--- src/rtl/cache_set_nway.sv ---
// N-way set-associative cache set with tag compare, victim selection and replacement bookkeeping.
// Define CACHE_SET_LRU_EN for true-LRU replacement; otherwise a round-robin pointer is used.
module cache_set_nway #(
    parameter int unsigned WAYS       = 2,
    parameter int unsigned TAG_W      = 5,
    parameter int unsigned WORD_W     = 16,
    parameter int unsigned LINE_WORDS = 4
) (
    input  logic                          clk,
    input  logic                          rst_n,
    input  logic                          enable,
    input  logic                          cmp,
    input  logic                          write,
    input  logic [$clog2(LINE_WORDS)-1:0] word,
    input  logic [TAG_W-1:0]              tag,
    input  logic [WORD_W-1:0]             data_in,
    input  logic                          valid_in,
    output logic                          hit,
    output logic                          dirty,
    output logic [TAG_W-1:0]              tag_out,
    output logic [WORD_W-1:0]             data_out,
    output logic                          valid,
    output logic                          ack,
    output logic [$clog2(WAYS)-1:0]       way_out
);

    localparam int unsigned WSEL_W = $clog2(LINE_WORDS);
    localparam int unsigned WAY_W  = $clog2(WAYS);

    localparam logic [0:0] S_IDLE = 1'b0;
    localparam logic [0:0] S_ACK  = 1'b1;

    logic [0:0]        state;

    logic              req_cmp;
    logic              req_write;
    logic [WSEL_W-1:0] req_word;
    logic [TAG_W-1:0]  req_tag;
    logic [WORD_W-1:0] req_data;
    logic              req_valid;

    logic [TAG_W-1:0]  tag_mem  [WAYS];
    logic [WORD_W-1:0] data_mem [WAYS][LINE_WORDS];
    logic [WAYS-1:0]   valid_r;
    logic [WAYS-1:0]   dirty_r;

    logic              match_found;
    logic [WAY_W-1:0]  match_way;
    logic              free_found;
    logic [WAY_W-1:0]  free_way;
    logic [WAY_W-1:0]  policy_way;
    logic [WAY_W-1:0]  victim_way;
    logic [WAY_W-1:0]  sel_way;

    logic              in_ack;
    logic              miss_cmp;
    logic              fill;
    logic              line_we;
    logic              use_en;

    logic              nxt_hit;
    logic              nxt_dirty;
    logic              nxt_valid;
    logic [TAG_W-1:0]  nxt_tag;
    logic [WORD_W-1:0] nxt_data;

    always_comb begin
        match_found = 1'b0;
        match_way   = '0;
        for (int unsigned i = 0; i < WAYS; i++) begin
            if (!match_found && valid_r[i] && (tag_mem[i] == req_tag)) begin
                match_found = 1'b1;
                match_way   = WAY_W'(i);
            end
        end
    end

    always_comb begin
        free_found = 1'b0;
        free_way   = '0;
        for (int unsigned i = 0; i < WAYS; i++) begin
            if (!free_found && !valid_r[i]) begin
                free_found = 1'b1;
                free_way   = WAY_W'(i);
            end
        end
    end

    // Invalid ways are always preferred; the policy only decides among a full set.
    assign victim_way = free_found ? free_way : policy_way;
    assign sel_way    = (req_cmp && match_found) ? match_way : victim_way;

    assign in_ack   = (state == S_ACK);
    assign miss_cmp = req_cmp && !match_found;
    assign fill     = in_ack && !req_cmp && req_write;
    assign line_we  = in_ack && req_write && (!req_cmp || match_found);
    assign use_en   = in_ack && ((req_cmp && match_found) || (!req_cmp && req_write));

    always_comb begin
        nxt_hit   = req_cmp && match_found;
        nxt_tag   = fill ? req_tag : tag_mem[sel_way];
        nxt_valid = 1'b0;
        nxt_dirty = 1'b0;
        nxt_data  = '0;
        if (!miss_cmp) begin
            nxt_valid = fill ? req_valid : valid_r[sel_way];
            nxt_dirty = fill ? 1'b0 : (line_we ? 1'b1 : dirty_r[sel_way]);
            nxt_data  = line_we ? req_data : data_mem[sel_way][req_word];
        end
    end

    // Storage and request capture carry no reset; reset only blocks the update.
    always_ff @(posedge clk) begin
        if (state == S_IDLE && enable) begin
            req_cmp   <= cmp;
            req_write <= write;
            req_word  <= word;
            req_tag   <= tag;
            req_data  <= data_in;
            req_valid <= valid_in;
        end
        if (rst_n && line_we) begin
            data_mem[sel_way][req_word] <= req_data;
            if (fill) begin
                tag_mem[sel_way] <= req_tag;
            end
        end
    end

    always_ff @(posedge clk) begin
        if (!rst_n) begin
            state    <= S_IDLE;
            valid_r  <= '0;
            dirty_r  <= '0;
            ack      <= 1'b0;
            hit      <= 1'b0;
            dirty    <= 1'b0;
            valid    <= 1'b0;
            tag_out  <= '0;
            data_out <= '0;
            way_out  <= '0;
        end else begin
            ack <= 1'b0;
            case (state)
                S_IDLE: begin
                    if (enable) begin
                        state <= S_ACK;
                    end
                end
                S_ACK: begin
                    state    <= S_IDLE;
                    ack      <= 1'b1;
                    hit      <= nxt_hit;
                    dirty    <= nxt_dirty;
                    valid    <= nxt_valid;
                    tag_out  <= nxt_tag;
                    data_out <= nxt_data;
                    way_out  <= sel_way;
                    if (fill) begin
                        valid_r[sel_way] <= req_valid;
                        dirty_r[sel_way] <= 1'b0;
                    end else if (line_we) begin
                        dirty_r[sel_way] <= 1'b1;
                    end
                end
                default: state <= S_IDLE;
            endcase
        end
    end

`ifdef CACHE_SET_LRU_EN
    logic [WAY_W-1:0] age [WAYS];

    // Age 0 is most recent; the way aged WAYS-1 is the replacement candidate.
    always_ff @(posedge clk) begin
        if (!rst_n) begin
            for (int unsigned i = 0; i < WAYS; i++) begin
                age[i] <= WAY_W'(i);
            end
        end else if (use_en) begin
            for (int unsigned i = 0; i < WAYS; i++) begin
                if (WAY_W'(i) == sel_way) begin
                    age[i] <= '0;
                end else if (age[i] < age[sel_way]) begin
                    age[i] <= age[i] + 1'b1;
                end
            end
        end
    end

    always_comb begin
        policy_way = '0;
        for (int unsigned i = 0; i < WAYS; i++) begin
            if (age[i] == WAY_W'(WAYS - 1)) begin
                policy_way = WAY_W'(i);
            end
        end
    end
`else
    logic [WAY_W-1:0] rr_ptr;

    // WAYS is a power of two, so the pointer wraps naturally.
    always_ff @(posedge clk) begin
        if (!rst_n) begin
            rr_ptr <= '0;
        end else if (fill) begin
            rr_ptr <= rr_ptr + 1'b1;
        end
    end

    assign policy_way = rr_ptr;
`endif

endmodule

--- config.mk ---
export PLATFORM = sky130hd
export DESIGN_NAME = cache_set_nway
export DESIGN_NICKNAME = d
export VERILOG_FILES = /design/src/rtl/cache_set_nway.sv
export SDC_FILE = /design/constraint.sdc
export NUM_CORES = 1
export LEC_CHECK = 0
export ABC_CLOCK_PERIOD_IN_PS = 5300
export CORE_MARGIN = 2
export CORE_UTILIZATION = 45
export CTS_CLUSTER_SIZE = 24
export DETAILED_ROUTE_END_ITERATION = 8
export HOLD_SLACK_MARGIN = 0.02
export PLACE_DENSITY = 0.73
export SETUP_SLACK_MARGIN = 0.2
export SLEW_MARGIN = 25
export SYNTH_ARGS = -nofsm -noshare
export SYNTH_HDL_FRONTEND = slang
export SYNTH_SLANG_ARGS = --single-unit
--- constraint.sdc ---
create_clock -name clk -period 5.3 [get_ports clk]
set_clock_uncertainty 0.2 [all_clocks]
set_input_delay 1.06 -clock clk [delete_from_list [all_inputs] [get_ports clk]]
set_output_delay 1.06 -clock clk [all_outputs]
set_load 0.01 [all_outputs]
==> key figures <==
STA
  – Final Max Slew Viols: 0
  – Final min period: 3430 ps
  – TNS Setup: 0 ps
  – Slew headroom: 41.8%
  – Final hold vios: 0
  – Least-Margin Pin Slew: 873 ps
  – Max Fclk: 0.291 GHz
  – RSZ-0062 raised after global routing: no
  – Final period util: 64.8%
  – Fin worst setup slack: 1870 ps
  – Setup violators final: 0
  – Worst hold slack: 278 ps

Die
  – Horiz. Die Dim: 136 microns
  – DIE HEIGHT: 136 microns
  – Top-Level Pins: 55
  – FP Rows: 48
  – Starting Density: 45.7%
  – Area of the core: 0.0172 sq mm
  – DIE AREA: 0.0186 sq mm

Global routing
  – Routing usage on met1: 25.8%
  – Layer with the highest usage: met2
  – Grt met3 use: 3.77%
  – Initial antenna violation count: 0
  – Gr usage total: 18.0%
  – Largest net degree at the start of global routing: 53
  – Vias in the first global route: 4565
  – Global-route wire length before repair: 25.3 mm
  – GR Util met2: 26.7%
  – Gr ovfl total: 0

Critical path
  – Crit. End Element: flop
  – Slowest stage cell, crit path: a31o_4
  – CP Cell Sequence: xor2_1 -> nor4_4 -> a31o_4 -> and2_4 -> nand2_1 -> nor2_1 -> buf_4
  – Buffer and inverter count on the worst path: 1
  – Worst EP arrival: 3350 ps
  – CP max FO: 50
  – Worst Reg-to-Reg Cells: 7
  – WP depth: 7
  – Worst path max stage delay: 570 ps
  – Top delay family on crit path: simple AND/OR/NAND/NOR gates
  – CP required: 5220 ps
  – Critical path type: flop to flop
  – Crit path launch type: flop

Synth
  – Yosys reg bits: 196
  – Most frequent cell after synthesis: edfxtp_1
  – Leading area contributor after synthesis: edfxtp_1
  – Most instantiated cells after synthesis: edfxtp_1 (164), a211oi_1 (48), and3_1 (33)
  – Top_reg_cell synth: edfxtp_1
  – Synth cell types: 41
  – Share of the synthesized area in the top cell type: 62.5%
  – Syn Inst Count: 539
  – Sequential cell area fraction in the yosys report: 70.6%
  – Number of synthesized flops with an enable pin: 164
  – Netlist Area Pre-Place: 0.00788 sq mm
  – Syn_area_per_cell: 14.6 sq um
  – Syn nets: 568
  – Main area contributors after synthesis: edfxtp_1 (62%), dfxtp_1 (8.1%), a211oi_1 (4.6%)
  – Fraction of registers with async set/reset: 0%
  – Synth Warn #: 0

Finish
  – Layout area overhead: 17.1%
  – N_diodes: 0
  – NumNets Final: 617
  – Utilization after layout: 53.5%
  – Layout cell share with drive strength beyond 1: 12.3%

Placement
  – Place WS: 1760 ps
  – I/O Buffers: 54
  – Detailed Place HPWL: 10.2 mm
  – Gpl congestion: 0.768

Clocking
  – Postcts setup bufs: 0
  – CTS tree: built
  – CTS Hold Bufs: 0
  – # resized after CTS: 0
  – H-tree levels: 4
  – Clock sink count: 196
  – Total CTS buffers: 17
  – CTS Root Cell: clkbuf_16
  – CTS max path bufs: 2
  – Clk_lat worst skew: 430 ps
  – Clk slew on worst S/H paths: 70 ps

Power and ir drop
  – Maximum vdd drop: 213 uV
  – PnR Total Power: 3.14 mW
  – Pwr dens: 340 mW/mm^2
  – Leak Pwr: 2.97 nW

Min path
  – Hold Crit Class: flop to flop
  – Hold path depth: 2

Detailed routing
  – DRT iter0 DRCs: 504
  – Antenna Nets Post-Route: 0
  – Remaining DRCs: 0
  – DRT Wirelength: 16.2 mm
  – Via density per instance: 5.80
  – DR WL/cell: 19.6 microns
  – Vias: 4788
  – 1st-pass router iterations: 5

Outcome
  – Outcome: finished, final reports clean

Run
  – Max-cap violations: 0
==> path summary, 6_finish.rpt <==
| kind | startpoint | endpoint | slack [ps] |
|---|---|---|---|
| setup / recovery | req_tag[3] | data_mem[1][25] | 1870 |
| hold / removal | hit | hit | 280 |
| setup reg to reg | req_tag[3] | data_mem[1][25] | 1870 |
| hold reg to reg | hit | hit | 280 |
==> cells by family (layout without fill, tap and decap cells) <==
logic type	count (synthesis)	in the layout	share of synthesized area, %
mux	24	24	3.30
buf+inv	42	104	2.84
compound gates	120	120	11.6
simple gates	146	146	10.4
flops	196	196	70.6
xor+xnor	11	11	1.22
==> layer usage <==
layer | vias to the layer above | wire, microns
met1 | 2329 | 7020
met3 | 27 | 1260
met5 | - | 0
met2 | 214 | 7540
li1 | 2218 | -
met4 | 0 | 338
==> cell type report <==
| class | count | area [sq um] |
|---|---|---|
| clock buffers | 20 | 447 |
| clock inverters | 12 | 145 |
| fillers | 1346 | 8010 |
| inverters | 4 | 15.0 |
| multi-input cells | 301 | 2130 |
| flip-flops and latches | 196 | 5570 |
| well taps | 225 | 282 |
| repair buffers | 68 | 646 |
==> where the power goes <==
part,switching [mW],total [mW],internal [mW]
Clock,0.553,1.27,0.717
Sequential,0.0353,1.73,1.70
Combinational,0.0761,0.139,0.0633
==> state kept, by name (all words and copies together), names as in the netlist, named ones only <==
name	flops
ack	1
data_mem	128
data_out	16
dirty	1
hit	1
in_ack	1
policy_way	1
req_cmp	1
req_data	16
req_tag	5
req_valid	1
req_word	2
req_write	1
tag_mem	10
tag_out	5
valid	1
valid_r	2
way_out	1
==> per-stage QoR <==
stage / instances / cell area [sq um]
after floorplan: 539 / 7880
after global placement: 794 / 8630
after detailed placement: 794 / 8640
after CTS: 826 / 9230
after global routing: 826 / 9230
final: 826 / 9230
==> tightest hold or removal path: stages (launching register included) <==
cell	delay, ps
dfxtp_1	310
nand2b_1	60
a21oi_1	50
==> cells in the final DEF (no fill, tap or decap), types with 9 or more instances in the layout <==
master,n
buf_4,14
mux2_2,16
o31ai_1,16
nor2b_1,20
and3_1,33
nor3_1,17
clkbuf_16,17
clkdlybuf4s50_1,54
o311ai_1,9
edfxtp_1,164
nor2_1,28
nand2_1,11
a211oi_1,48
a22oi_1,20
dfxtp_1,32
nand3_1,19
Note: power is estimated with default switching activity, not from simulation.
